File: config.mk
export PLATFORM = sky130hd
export DESIGN_NAME = id_stage
export DESIGN_NICKNAME = d
export VERILOG_FILES = /design/src/rtl/id_stage.sv
export SDC_FILE = /design/constraint.sdc
export NUM_CORES = 2
export LEC_CHECK = 0
export BUFFER_PORTS_ARGS = -buffer_cell sky130_fd_sc_hd__buf_2
export CAP_MARGIN = 40
export CORE_MARGIN = 1
export CORE_UTILIZATION = 38
export DETAILED_ROUTE_END_ITERATION = 7
export PLACE_DENSITY = 0.52
export SYNTH_ARGS = -nofsm -noshare
export SYNTH_HDL_FRONTEND = slang
export SYNTH_SLANG_ARGS = --single-unit
File: constraint.sdc
create_clock -name i_clk -period 7.9 [get_ports i_clk]
set_clock_uncertainty 0.15 [all_clocks]
set_input_delay 1.58 -clock i_clk [delete_from_list [all_inputs] [get_ports i_clk]]
set_output_delay 1.58 -clock i_clk [all_outputs]
set_load 0.02 [all_outputs]
File: src/rtl/id_stage.sv
// Instruction-decode stage: 32-entry register file, MIPS-subset decode, beq/j resolution, ID/EX register.
// Optional macro ID_WB_BYPASS_EN forwards a same-cycle write-back to both read ports and the beq compare.
module id_stage #(
    parameter int DW    = 32,
    parameter int RF_AW = 5
) (
    input  logic             i_clk,
    input  logic             i_rst_n,
    input  logic [DW-1:0]    i_next_pc,
    input  logic [31:0]      i_instr,
    input  logic             i_wb_we,
    input  logic [RF_AW-1:0] i_wb_addr,
    input  logic [DW-1:0]    i_wb_data,
    output logic             o_pc_src,
    output logic [DW-1:0]    o_branch_addr,
    output logic [DW-1:0]    o_ex_pc,
    output logic [DW-1:0]    o_rd_data1,
    output logic [DW-1:0]    o_rd_data2,
    output logic [DW-1:0]    o_imm,
    output logic [RF_AW-1:0] o_rt,
    output logic [RF_AW-1:0] o_rd,
    output logic [5:0]       o_funct,
    output logic             o_reg_dst,
    output logic             o_alu_src,
    output logic             o_mem_to_reg,
    output logic             o_reg_write,
    output logic             o_mem_read,
    output logic             o_mem_write,
    output logic [1:0]       o_alu_op
);

    localparam int NREG = 2 ** RF_AW;

    localparam logic [5:0] OP_R    = 6'h00;
    localparam logic [5:0] OP_LW   = 6'h23;
    localparam logic [5:0] OP_SW   = 6'h2B;
    localparam logic [5:0] OP_ADDI = 6'h08;
    localparam logic [5:0] OP_BEQ  = 6'h04;
    localparam logic [5:0] OP_J    = 6'h02;

    typedef struct packed {
        logic [DW-1:0]    pc;
        logic [DW-1:0]    rd1;
        logic [DW-1:0]    rd2;
        logic [DW-1:0]    imm;
        logic [RF_AW-1:0] rt;
        logic [RF_AW-1:0] rd;
        logic [5:0]       funct;
        logic             reg_dst;
        logic             alu_src;
        logic             mem_to_reg;
        logic             reg_write;
        logic             mem_read;
        logic             mem_write;
        logic [1:0]       alu_op;
    } idex_t;

    logic [DW-1:0]        rf_q [NREG];
    logic [DW-1:0]        rf_d [NREG];
    idex_t                idex_q;
    idex_t                idex_d;

    logic [5:0]           opcode;
    logic [RF_AW-1:0]     rs;
    logic [RF_AW-1:0]     rt;
    logic [DW-1:0]        rd1;
    logic [DW-1:0]        rd2;
    logic signed [DW-1:0] imm_sext;
    logic signed [DW-1:0] br_offset;
    logic [DW-1:0]        beq_target;
    logic [DW-1:0]        j_target;

    assign opcode     = i_instr[31:26];
    assign rs         = i_instr[21 +: RF_AW];
    assign rt         = i_instr[16 +: RF_AW];
    assign imm_sext   = $signed({{(DW-16){i_instr[15]}}, i_instr[15:0]});
    assign br_offset  = imm_sext <<< 2;
    assign beq_target = i_next_pc + $unsigned(br_offset);
    assign j_target   = {i_next_pc[DW-1:DW-4], i_instr[25:0], 2'b00};

    // Register $0 is hard-wired to zero; the write-back bypass never applies to it.
    always_comb begin
        rd1 = (rs == '0) ? '0 : rf_q[rs];
        rd2 = (rt == '0) ? '0 : rf_q[rt];
`ifdef ID_WB_BYPASS_EN
        if (i_wb_we && (i_wb_addr != '0) && (i_wb_addr == rs)) rd1 = i_wb_data;
        if (i_wb_we && (i_wb_addr != '0) && (i_wb_addr == rt)) rd2 = i_wb_data;
`endif
    end

    always_comb begin
        rf_d = rf_q;
        if (i_wb_we && (i_wb_addr != '0)) rf_d[i_wb_addr] = i_wb_data;
    end

    always_comb begin
        o_pc_src      = 1'b0;
        o_branch_addr = '0;
        if (i_rst_n) begin
            if (opcode == OP_J) begin
                o_pc_src      = 1'b1;
                o_branch_addr = j_target;
            end else if ((opcode == OP_BEQ) && (rd1 == rd2)) begin
                o_pc_src      = 1'b1;
                o_branch_addr = beq_target;
            end
        end
    end

    always_comb begin
        idex_d            = '0;
        idex_d.pc         = i_next_pc;
        idex_d.rd1        = rd1;
        idex_d.rd2        = rd2;
        idex_d.imm        = $unsigned(imm_sext);
        idex_d.rt         = rt;
        idex_d.rd         = i_instr[11 +: RF_AW];
        idex_d.funct      = i_instr[5:0];
        // Unlisted opcodes fall through with every control bit cleared (NOP).
        case (opcode)
            OP_R: begin
                idex_d.reg_dst   = 1'b1;
                idex_d.reg_write = 1'b1;
                idex_d.alu_op    = 2'b10;
            end
            OP_LW: begin
                idex_d.alu_src    = 1'b1;
                idex_d.mem_to_reg = 1'b1;
                idex_d.reg_write  = 1'b1;
                idex_d.mem_read   = 1'b1;
            end
            OP_SW: begin
                idex_d.alu_src   = 1'b1;
                idex_d.mem_write = 1'b1;
            end
            OP_ADDI: begin
                idex_d.alu_src   = 1'b1;
                idex_d.reg_write = 1'b1;
            end
            OP_BEQ:  idex_d.alu_op = 2'b01;
            default: ;
        endcase
    end

    // ID/EX boundary; a reset edge also discards any write-back presented on it.
    always_ff @(posedge i_clk) begin
        if (!i_rst_n) begin
            idex_q <= '0;
            rf_q   <= '{default: '0};
        end else begin
            idex_q <= idex_d;
            rf_q   <= rf_d;
        end
    end

    assign o_ex_pc      = idex_q.pc;
    assign o_rd_data1   = idex_q.rd1;
    assign o_rd_data2   = idex_q.rd2;
    assign o_imm        = idex_q.imm;
    assign o_rt         = idex_q.rt;
    assign o_rd         = idex_q.rd;
    assign o_funct      = idex_q.funct;
    assign o_reg_dst    = idex_q.reg_dst;
    assign o_alu_src    = idex_q.alu_src;
    assign o_mem_to_reg = idex_q.mem_to_reg;
    assign o_reg_write  = idex_q.reg_write;
    assign o_mem_read   = idex_q.mem_read;
    assign o_mem_write  = idex_q.mem_write;
    assign o_alu_op     = idex_q.alu_op;

endmodule

==> flow_metrics.env <==
export IMPL_status="complete, no violations"
export IMPL_die_area_um2=152000
export IMPL_drive_above_1_share=0.222
export IMPL_cp_max_fo=19
export IMPL_cts_setup_buffers=0
export IMPL_p_sw_uw=3550
export IMPL_synthTopCellsByArea="dfxtp_1 (40%), mux4_2 (21%), nand2_1 (14%)"
export IMPL_wire_per_inst_um=29.1
export IMPL_pwr_share_seq=0.426
export IMPL_place_area_um2=61100
export IMPL_required_ns=6.17
export IMPL_grt_use_total=0.315
export IMPL_ys_seq_elements=1148
export IMPL_ys_warn_count=0
export IMPL_nNetsFinal=6442
export IMPL_p_comb_frac=0.092
export IMPL_cts_tree="done"
export IMPL_coreArea_um2=150000
export IMPL_synth_top_area_frac=0.401
export IMPL_routed_wl_um=245000
export IMPL_cap_violations=0
export IMPL_synth_avg_cell_area_um2=9.20
export IMPL_vias=50740
export IMPL_power_density_nw_per_um2=210
export IMPL_p_int_uw=10300
export IMPL_critPathCaptureType="primary output"
export IMPL_cts_sinks=1148
export IMPL_num_rows=142
export IMPL_fin_crit_ns=7.82
export IMPL_min_path_type="register to register"
export IMPL_drc=0
export IMPL_yosys_most_used_dff="dfxtp_1"
export IMPL_dr_pass1_iters=7
export IMPL_syn_nets=6368
export IMPL_syn_area_um2=57300
export IMPL_ys_seq_area_frac=0.401
export IMPL_start_util=0.383
export IMPL_die_h_um=390
export IMPL_crit_slowest_cell="o32ai_1"
export IMPL_postRouteAntennaNets=0
export IMPL_nFillCells=14390
export IMPL_r2r_cells=7
export IMPL_finalHoldViolations=0
export IMPL_cts_buffers=134
export IMPL_max_clock_path_buffers=3
export IMPL_via_per_inst=6.02
export IMPL_gr_total_overflow=0
export IMPL_start_kind="input port"
export IMPL_endpoint="o_branch_addr[29]"
export IMPL_r2r_end="o_rd_data2[22]$_SDFF_PN0_"
export IMPL_synth_top_area_cell="dfxtp_1"
export IMPL_critPathMaxStageDelay_ns=0.77
export IMPL_path_cells="buf_8, buf_12, buf_4, nor3_1, and2_1, buf_4, o32ai_1, a21oi_1, xor2_1, nor4_1, nand4bb_1, nor4_4, buf_4, nand2_2, o2bb2ai_1, buf_2"
export IMPL_critPathKind="input port to primary output"
export IMPL_drt_iter0_drc=6573
export IMPL_seqCellArea_um2=23000
export IMPL_setup_viol=0
export IMPL_antenna_found_initial=25
export IMPL_holdBufCountCts=0
export IMPL_multi_input_area_um2=31500
export IMPL_ir_drop_mv=0.253
export IMPL_port_buffers=288
export IMPL_die_x_um=390
export IMPL_synth_edf_count=0
export IMPL_rsz0062_at_grt="no"
export IMPL_ys_async_sr_fraction=0
export IMPL_crit_top_cell="buf_4"
export IMPL_worst_r2r_startpoint="rf_q[790]$_SDFFE_PN0P_"
export IMPL_report_final_slew_viol_count=0
export IMPL_tightest_slew_ns=1.01
export IMPL_grt_max_degree=213
export IMPL_critPathLaunch="i_instr[16]"
export IMPL_clockRootBuffer="clkbuf_16"
export IMPL_pin_count=289
export IMPL_synthDistinctLibCells=80
export IMPL_syn2layout_area_growth_pct=14.7
export IMPL_grt_first_pass_wirelength_um=347000
export IMPL_clock_fmax_mhz=128
export IMPL_first_global_vias=47618
export IMPL_gp_congestion=1.01
export IMPL_swShare=0.257
export IMPL_r2r_slack_ns=5.30
export IMPL_clk_pin_slew_worst_paths_ns=0.06
export IMPL_slew_headroom=0.326
export IMPL_hpwl_um=154000
export IMPL_totalPowerFinal_uw=13800
export IMPL_clkPwrFrac=0.482
export IMPL_insertion_delay_ns=0.80
export IMPL_arrival_ns=6.09
export IMPL_p_leak_uw=0.0225
export IMPL_synthCells=6234
export IMPL_fin_crit_sh=0.990
export IMPL_htree_levels=4
export IMPL_final_area_um2=65800
-- placed cells by master, fill, tap and decap left out, types with 12 or more instances in the layout --
cell,count
o21ai_0,31
a21oi_1,1022
xnor2_1,34
and2_1,93
mux4_1,18
mux2i_1,83
inv_1,14
nand3_1,23
mux2_2,17
clkinv_2,14
o22ai_1,17
clkbuf_16,137
nand2b_1,12
nor2_4,18
buf_4,226
a22oi_1,61
nor2_1,121
a211oi_1,14
a22o_1,20
nor2b_1,15
nor3_1,19
bufinv_16,15
nand2_1,2051
clkbuf_8,35
clkbuf_1,19
buf_2,282
nand2_2,32
xor2_1,21
ha_1,29
mux4_2,543
dfxtp_1,1148
buf_12,33
-- Yosys cell counts (all sizes together), types with 35 or more instances --
library cell,n
mux4,561
nor2,141
mux2i,83
clkbuf,442
dfxtp,1148
o21ai,40
nand2,2083
buf,169
xnor2,35
a21oi,1022
a22oi,66
and2,96
-- flip-flops by register name, indices dropped and copies added (netlist names) --
register / cells
o_ex_pc: 32
o_mem_read: 1
o_mem_write: 1
o_reg_write: 1
o_rd_data1: 32
o_rd_data2: 32
rf_q: 1024
o_reg_dst: 1
o_imm: 16
o_rt: 5
o_alu_src: 1
o_alu_op: 2
-- repair_timing --
item                                    4_1_cts  5_1_grt
pin swaps                                     0        1
endpoints found under the setup margin        9        6
gates cloned                                  0        0
gates resized for setup                       2        2
-- worst min-delay path by stage --
stage / start / endpoint / cells past startpoint
6_report: rf_q[296]$_SDFFE_PN0P_ / rf_q[296]$_SDFFE_PN0P_ / 2
4_1_cts: rf_q[987]$_SDFFE_PN0P_ / rf_q[987]$_SDFFE_PN0P_ / 2
3_5_place_dp: rf_q[1004]$_SDFFE_PN0P_ / rf_q[1004]$_SDFFE_PN0P_ / 1
2_1_floorplan: rf_q[1004]$_SDFFE_PN0P_ / rf_q[1004]$_SDFFE_PN0P_ / 1
5_1_grt: rf_q[987]$_SDFFE_PN0P_ / rf_q[987]$_SDFFE_PN0P_ / 2
3_3_place_gp: rf_q[976]$_SDFFE_PN0P_ / rf_q[976]$_SDFFE_PN0P_ / 2
-- cell type report --
type	instances	share of cell area
diodes	5	0.000190
well taps	2016	0.0384
repair buffers	552	0.0602
inverters	20	0.00129
flip-flops and latches	1148	0.349
clock inverters	46	0.0106
clock buffers	191	0.0605
multi-input cells	4452	0.480
-- cells by family after synthesis --
logic type | count (synthesis) | synth area share
simple gates | 2450 | 0.170
compound gates | 1255 | 0.120
flops | 1148 | 0.401
mux | 661 | 0.239
buf+inv | 634 | 0.0543
xor+xnor | 56 | 0.00856
fa+ha+maj | 30 | 0.00668
-- power by group through the flow --
stage                     logic, uW  registers [uW]  clock network [uW]
after floorplan                 749            6030                   0
after global placement         1230            6010                   0
after detailed placement       1240            6010                   0
after CTS                      1250            5890                6730
after global routing           1320            5890                6950
final                          1270            5890                6660
-- stage by stage --
step / std cells / setup WS (ns) / hold WS (ns) / setup TNS (ns) / utilization
finish: 8430 / 0.0772 / 0.314 / 0 / 0.439
global placement: 8174 / -0.121 / 0.300 / -0.604 / 0.406
global route: 8429 / 0.0121 / 0.327 / 0 / 0.439
detailed placement: 8187 / -0.137 / 0.301 / -0.518 / 0.408
floorplan: 6234 / 1.04 / 0.275 / 0 / -
CTS: 8424 / 0.139 / 0.315 / 0 / 0.439
-- routing by layer --
| metal | up-vias | GRT usage | wire length (um) |
|---|---|---|---|
| met2 | 3100 | 0.483 | 109000 |
| met5 | - | 0 | 121 |
| met3 | 638 | 0.0886 | 28000 |
| li1 | 21913 | - | - |
| met4 | 18 | 0.144 | 12100 |
| met1 | 25071 | 0.411 | 95600 |
-- critical path, delay by kind of cell --
family	cells	cell delay [ns]
xor+xnor	1	0.31
compound gates	3	1.19
buf+inv	6	1.47
simple gates	6	1.47
Note: power is estimated with default switching activity, not from simulation.
